<file path="src/rtl/rtc_pkg.sv">
// Shared types for the RTC access scheduler: FSM states, operation codes and BCD field widths.
package rtc_pkg;

    localparam int TIME_W = 24;
    localparam int DATE_W = 32;

    typedef enum logic [1:0] {
        ST_IDLE  = 2'd0,
        ST_ISSUE = 2'd1,
        ST_WAIT  = 2'd2
    } state_e;

    typedef enum logic [1:0] {
        OP_TIME = 2'd0,
        OP_DATE = 2'd1,
        OP_READ = 2'd2
    } op_e;

endpackage

</file>
<file path="src/rtl/rtc_tick_cnt.sv">
// Up-counter 0..TC-1 with enable and synchronous clear; o_wrap flags the terminal count while enabled.
module rtc_tick_cnt #(
    parameter int TC = 2
) (
    input  logic clk,
    input  logic rstn,
    input  logic i_en,
    input  logic i_clr,
    output logic o_wrap
);

    localparam int W = (TC > 1) ? $clog2(TC) : 1;
    localparam logic [W-1:0] LAST = W'(TC - 1);

    logic [W-1:0] r_cnt;

    assign o_wrap = i_en && (r_cnt == LAST);

    always_ff @(posedge clk or negedge rstn) begin
        if (!rstn) begin
            r_cnt <= '0;
        end else if (i_clr || o_wrap) begin
            r_cnt <= '0;
        end else if (i_en) begin
            r_cnt <= r_cnt + W'(1);
        end
    end

endmodule

</file>
<file path="src/rtl/rtc_access_sched.sv">
// Schedules set-time, set-date and periodic read transactions toward an RTC controller with timeout/retry.
// Optional alarm compare on captured time is enabled by defining RTC_ALARM_EN.
//
//  state    | meaning
//  ST_IDLE  | nothing in flight; picks pending op (time > date > read)
//  ST_ISSUE | one cycle, command pulse asserted
//  ST_WAIT  | waiting for matching done, timeout timer running
module rtc_access_sched
    import rtc_pkg::*;
#(
    parameter int POLL_CYC    = 15_000_000,
    parameter int TIMEOUT_CYC = 1_000_000,
    parameter int MAX_RETRY   = 2
) (
    input  logic              clk,
    input  logic              rstn,
    input  logic              req_time,
    input  logic [TIME_W-1:0] req_time_dat,
    input  logic              req_date,
    input  logic [DATE_W-1:0] req_date_dat,
    output logic              set_time,
    output logic [TIME_W-1:0] time_2_set,
    output logic              set_date,
    output logic [DATE_W-1:0] date_2_set,
    output logic              read,
    input  logic              set_done,
    input  logic              read_done,
    input  logic [TIME_W-1:0] time_in,
    input  logic [DATE_W-1:0] date_in,
    output logic [TIME_W-1:0] time_out,
    output logic [DATE_W-1:0] date_out,
    output logic              rd_valid,
    output logic              busy,
    output logic              err,
    input  logic              err_clr
`ifdef RTC_ALARM_EN
    ,
    input  logic              alarm_set,
    input  logic [TIME_W-1:0] alarm_dat,
    output logic              alarm_hit
`endif
);

    localparam int RW = $clog2(MAX_RETRY + 2);
    localparam logic [RW-1:0] RETRY_LIM = RW'(MAX_RETRY);

    state_e r_state, w_state_nx;
    op_e    r_op, w_op_nx;
    logic [RW-1:0] r_retry, w_retry_nx;

    logic              r_pend_time, r_pend_date, r_pend_rd;
    logic [TIME_W-1:0] r_time_dat;
    logic [DATE_W-1:0] r_date_dat;
    logic [TIME_W-1:0] r_time_2_set, r_time_out;
    logic [DATE_W-1:0] r_date_2_set, r_date_out;
    logic              r_rd_valid, r_err;

    logic              w_poll_wrap, w_tmo, w_in_wait, w_done_ok;
    logic              w_pend_time, w_pend_date, w_pend_rd;
    logic [TIME_W-1:0] w_time_dat;
    logic [DATE_W-1:0] w_date_dat;
    logic              w_take_time, w_take_date, w_take_rd, w_capture, w_err_set;

    assign w_in_wait = (r_state == ST_WAIT);

    rtc_tick_cnt #(.TC(POLL_CYC)) u_poll (
        .clk    (clk),
        .rstn   (rstn),
        .i_en   (1'b1),
        .i_clr  (1'b0),
        .o_wrap (w_poll_wrap)
    );

    rtc_tick_cnt #(.TC(TIMEOUT_CYC)) u_wait (
        .clk    (clk),
        .rstn   (rstn),
        .i_en   (w_in_wait),
        .i_clr  (!w_in_wait),
        .o_wrap (w_tmo)
    );

    // Requests arriving this cycle are merged so an idle FSM can take them immediately.
    assign w_pend_time = r_pend_time | req_time;
    assign w_pend_date = r_pend_date | req_date;
    assign w_pend_rd   = r_pend_rd | w_poll_wrap;
    assign w_time_dat  = req_time ? req_time_dat : r_time_dat;
    assign w_date_dat  = req_date ? req_date_dat : r_date_dat;
    assign w_done_ok   = (r_op == OP_READ) ? read_done : set_done;

    always_comb begin
        w_state_nx  = r_state;
        w_op_nx     = r_op;
        w_retry_nx  = r_retry;
        w_take_time = 1'b0;
        w_take_date = 1'b0;
        w_take_rd   = 1'b0;
        w_capture   = 1'b0;
        w_err_set   = 1'b0;
        unique case (r_state)
            ST_IDLE: begin
                if (w_pend_time) begin
                    w_take_time = 1'b1;
                    w_op_nx     = OP_TIME;
                end else if (w_pend_date) begin
                    w_take_date = 1'b1;
                    w_op_nx     = OP_DATE;
                end else if (w_pend_rd) begin
                    w_take_rd   = 1'b1;
                    w_op_nx     = OP_READ;
                end
                if (w_pend_time || w_pend_date || w_pend_rd) begin
                    w_state_nx = ST_ISSUE;
                    w_retry_nx = '0;
                end
            end
            ST_ISSUE: w_state_nx = ST_WAIT;
            ST_WAIT: begin
                // A done in the timeout cycle wins over the timeout.
                if (w_done_ok) begin
                    w_state_nx = ST_IDLE;
                    w_capture  = (r_op == OP_READ);
                end else if (w_tmo) begin
                    if (r_retry < RETRY_LIM) begin
                        w_state_nx = ST_ISSUE;
                        w_retry_nx = r_retry + RW'(1);
                    end else begin
                        w_err_set  = 1'b1;
                        w_state_nx = ST_IDLE;
                    end
                end
            end
            default: w_state_nx = ST_IDLE;
        endcase
    end

    always_ff @(posedge clk or negedge rstn) begin
        if (!rstn) begin
            r_state <= ST_IDLE;
            r_op    <= OP_TIME;
            r_retry <= '0;
        end else begin
            r_state <= w_state_nx;
            r_op    <= w_op_nx;
            r_retry <= w_retry_nx;
        end
    end

    always_ff @(posedge clk or negedge rstn) begin
        if (!rstn) begin
            r_pend_time  <= 1'b0;
            r_pend_date  <= 1'b0;
            r_pend_rd    <= 1'b0;
            r_time_dat   <= '0;
            r_date_dat   <= '0;
            r_time_2_set <= '0;
            r_date_2_set <= '0;
            r_time_out   <= '0;
            r_date_out   <= '0;
            r_rd_valid   <= 1'b0;
            r_err        <= 1'b0;
        end else begin
            r_pend_time <= w_pend_time & ~w_take_time;
            r_pend_date <= w_pend_date & ~w_take_date;
            r_pend_rd   <= w_pend_rd & ~w_take_rd;
            if (req_time)    r_time_dat   <= req_time_dat;
            if (req_date)    r_date_dat   <= req_date_dat;
            if (w_take_time) r_time_2_set <= w_time_dat;
            if (w_take_date) r_date_2_set <= w_date_dat;
            if (w_capture) begin
                r_time_out <= time_in;
                r_date_out <= date_in;
            end
            r_rd_valid <= w_capture;
            if (w_err_set)    r_err <= 1'b1;
            else if (err_clr) r_err <= 1'b0;
        end
    end

    assign set_time   = (r_state == ST_ISSUE) && (r_op == OP_TIME);
    assign set_date   = (r_state == ST_ISSUE) && (r_op == OP_DATE);
    assign read       = (r_state == ST_ISSUE) && (r_op == OP_READ);
    assign busy       = (r_state == ST_ISSUE) || (r_state == ST_WAIT);
    assign time_2_set = r_time_2_set;
    assign date_2_set = r_date_2_set;
    assign time_out   = r_time_out;
    assign date_out   = r_date_out;
    assign rd_valid   = r_rd_valid;
    assign err        = r_err;

`ifdef RTC_ALARM_EN
    logic [TIME_W-1:0] r_alarm;
    logic              r_alarm_hit;

    // Hit only on the capture that first brings time_out onto the alarm value.
    always_ff @(posedge clk or negedge rstn) begin
        if (!rstn) begin
            r_alarm     <= '0;
            r_alarm_hit <= 1'b0;
        end else begin
            if (alarm_set) r_alarm <= alarm_dat;
            r_alarm_hit <= w_capture && (time_in == r_alarm) && (time_in != r_time_out);
        end
    end

    assign alarm_hit = r_alarm_hit;
`endif

endmodule

</file>
<file path="config.mk">
export PLATFORM = sky130hd
export DESIGN_NAME = rtc_access_sched
export DESIGN_NICKNAME = d
export VERILOG_FILES = /design/src/rtl/rtc_pkg.sv /design/src/rtl/rtc_tick_cnt.sv /design/src/rtl/rtc_access_sched.sv
export SDC_FILE = /design/constraint.sdc
export NUM_CORES = 1
export LEC_CHECK = 0
export CORE_ASPECT_RATIO = 0.6
export CORE_MARGIN = 2
export CORE_UTILIZATION = 40
export DETAILED_ROUTE_END_ITERATION = 12
export PLACE_DENSITY = 0.68
export SLEW_MARGIN = 20
export SYNTH_ARGS = -nofsm -noshare
export SYNTH_HDL_FRONTEND = slang
export SYNTH_SLANG_ARGS = --single-unit
export TNS_END_PERCENT = 5
</file>
<file path="constraint.sdc">
create_clock -name clk -period 3.05 [get_ports clk]
set_input_delay 0.61 -clock clk [delete_from_list [all_inputs] [get_ports clk]]
set_output_delay 0.61 -clock clk [all_outputs]
set_load 0.05 [all_outputs]
</file>
==> results list <==
* Status: finished, final reports clean
- Min Tclk post-route: 2867 ps
- Initial core utilization: 40.64%
- Setup repair after global routing left no endpoint under its margin.
* Weighted congestion reported at the end of routability-driven placement: 0.8071
* Via count of the first global-routing pass: 5959
- For the pin with the worst max-slew slack, the measured transition is 814.5 ps.
- Largest stage delay, worst path: 840 ps
- Synthesized netlist cell count: 618
* Share of cells above drive strength 1: 25.20%
- Mean Syn Cell Area: 14.44 sq um
* Post-synthesis sequential area ratio: 62.52%
* Max Slew Vio Count: 0
- STA classifies the critical path endpoint as a primary output.
- Average vias per placed instance: 4.803
* Number of flops mapped to enable cells by yosys: 0
- Measured along the y axis, the die boundary spans 119.7 um.
- Worst setup slack before clock tree synthesis: 596.5 ps
- 237 I/O pins were placed.
* Area growth from synthesis to layout: 38.52%
- Across the VDD grid, the largest voltage drop is 618.2 uV.
- Slowest stage cell on the critical path: clkdlybuf4s50_1
- Global-route wire length before repair: 32140 um
* Final count of negative-setup-slack endpoints: 0
- Total routed wirelength: 19960 um
- #FFs+latches synth: 223
- Non-filler cells, final: 1169
- The library cell used most frequently in the layout, excluding fill and tap cells, is clkdlybuf4s50_1.
- In this run the tightest slew margin relative to its limit is 45.28%.
* Number of cells on the worst reg-to-reg path: 7
- In this run, the number of DRC markers left after iteration 0 of detailed routing was 201.
- Utilization of the core after routing: 56.29%
- Across the routed clock network, the largest skew measured is 12.11 ps.
- Post-route worst setup slack: 182.9 ps
- Of all nets on the critical path, the largest fanout is 4.
- Path type of the worst min-delay path: in -> async
* Post-CTS resize count: 0
- Including well taps, the total number of placed cells is 1129.
- R2r setup slk: 820 ps
- Sinks on Clock Net: 223
* Critical path type: reg -> out
- For this run the aggregate overflow at the end of global routing stands at 0.
- Entering global routing, the biggest net connects 92 pins.
* Worst R2R End: date_2_set[21]
- Total number of vias: 5615
- Data on the critical path arrives at its endpoint at 2260 ps.
- Detailed-placement wirelength estimate: 13660 um
- The Yosys step of the flow raised 0 warnings.
- The total area inside the core boundary comes to 21970 sq um.
- Maximum achievable frequency: 348.8 MHz
- Buffers added to address setup during post-CTS repair amount to 0.
- Total Routing Usage GR: 17.17%
- Clock latency at the later pin of the worst-skew pair: 500 ps
- The analysis attributes to cell leakage a power of 5.377 nW.
- Input and output buffers added on the ports amount to 236.
* Unique cell type count in the Yosys netlist: 49
- Horizontal die dimension: 196.9 um
* Async set-reset flop share out of synthesis: 100.0%
- Final TNS setup: 0 ps
- At the worst endpoint, the required time is 2440 ps.
- Number of antenna violations at the first check in global routing: 2
* Combined area of all synthesized cells: 8926 sq um
- Power per cell area: 812.1 nW/um^2
* Beginning of the worst register-to-register path: r_state[0]
* Clock H-tree levels: 1
* Layout net count: 992
* Reported max-cap violation count: 0
- Post-synthesis net count: 743
* Number of standard-cell rows in the floorplan: 42
- Sort of element at the start of the critical path: flip-flop
- Of the available clock period, the critical path in the final layout requires 94.00%.
- For this run, the leading register cell type out of synthesis is dfrtp_1.
- Total design power: 10.04 mW
- TritonCTS Buffers: 22
- Root buf cell: clkbuf_16
* Total die area: 23560 sq um
* Ordered list of cells on the worst path: inv_1, ha_1, nor3b_1, clkdlybuf4s50_1
* Routed length per placed instance: 17.07 um
* Number of remaining DRC errors: 0
* Clock tree from TritonCTS: yes
- Residual antenna-violating net count after detailed routing: 0
- Most frequent cells in the layout: clkdlybuf4s50_1, dfrtp_1, mux2_2
- Clock Pin Slew Worst Setup and Hold Paths: 60 ps
- The count of endpoints failing hold in the final timing report came to 0.
- Initial DRT Pass Iterations: 4
- CTS hold repair buffers: 0
* Number of buffers on the longest clock path: 3
==> flip-flops by register name, summed over array words and instances, names as in the netlist, 20 cells and up <==
signal	cells
date_2_set	32
date_out	32
r_date_dat	32
r_time_dat	24
time_2_set	24
time_out	24
u_poll.r_cnt	24
u_wait.r_cnt	20
==> power breakdown <==
group          switching (mW)  internal, mW  total (mW)
sequential              0.271          3.48        3.75
clock                    1.11          1.48        2.59
combinational            2.26          1.45        3.71
total                    3.64          6.40        10.0
==> routing by layer <==
metal / wire length, um / track usage [%] / vias to the layer above
met4: 359 / 4.558 / 0
met2: 8284 / 24.34 / 154
li1: - / - / 2666
met5: 0 / 0 / -
met3: 1721 / 6.970 / 29
met1: 9591 / 24.34 / 2766
==> synthesized netlist by cell type (2+ instances only) <==
master / instances / area [sq um]
nor2b_1: 5 / 31.28
ha_1: 6 / 75.07
nor4b_1: 3 / 26.28
xor2_1: 21 / 183.9
nor3b_1: 3 / 22.52
xnor2_1: 17 / 148.9
clkbuf_1: 4 / 15.01
dfrtp_1: 223 / 5580
mux2_2: 166 / 1869
a21oi_1: 2 / 10.01
a31oi_1: 2 / 12.51
and4b_1: 2 / 20.02
o21ai_0: 2 / 10.01
nand3b_1: 3 / 22.52
mux2_1: 2 / 22.52
nor3_1: 4 / 20.02
nand3_1: 18 / 90.09
and4_1: 4 / 35.03
nand2_1: 16 / 60.06
buf_4: 4 / 30.03
and2_1: 4 / 25.02
inv_1: 10 / 37.54
nor4_1: 4 / 25.02
buf_2: 15 / 75.07
and3_1: 5 / 31.28
nand4_1: 11 / 68.82
nor2_1: 40 / 150.1
==> worst max-delay path by stage <==
| stage | startpoint | endpoint | slack, ps | cells past startpoint |
|---|---|---|---|---|
| 3_5_place_dp | req_time | date_2_set[13] | 600 | 5 |
| 5_1_grt | r_state[1] | set_time | 90 | 4 |
| 6_report | r_state[1] | set_time | 180 | 4 |
| 3_3_place_gp | req_time | date_2_set[6] | 630 | 5 |
| 4_1_cts | r_state[1] | set_time | 140 | 4 |
| 2_1_floorplan | r_state[1] | set_time | 640 | 3 |
==> stage by stage <==
step / hold slack (ps) / instance area (sq um)
after CTS: 146.3 / 12360
final: 113.2 / 12360
after global routing: 149.0 / 12360
after floorplan: 314.4 / 8926
after global placement: 458.3 / 11690
after detailed placement: 479.2 / 11690
==> area by class of cell <==
type                    count  area [sq um]
diodes                      2         5.005
clock buffers              34         615.6
clock inverters             4         56.30
fillers                  1839          9602
inverters                  10         37.54
multi-input cells         362          3197
flip-flops and latches    223          5580
well taps                 286         357.8
repair buffers            248          2515
==> worst max-delay path, delay by kind of cell (launching register included) <==
| kind | cells | cell delay, ps |
|---|---|---|
| adder cells (fa/ha/maj) | 1 | 190 |
| buffers and inverters | 2 | 930 |
| flip-flops | 1 | 420 |
| AND/OR/NAND/NOR | 1 | 220 |
==> logic make-up after synthesis <==
family	Yosys count	synth area share, %
adders and majority gates	6	0.8410
and+or+nand+nor	132	8.340
DFF	223	62.52
muxes	170	21.47
xor gates and xnor gates	38	3.729
buffers and inverters	33	1.766
AOI/OAI and AO/OA	16	1.332
Power figures use the tool's default switching activity.
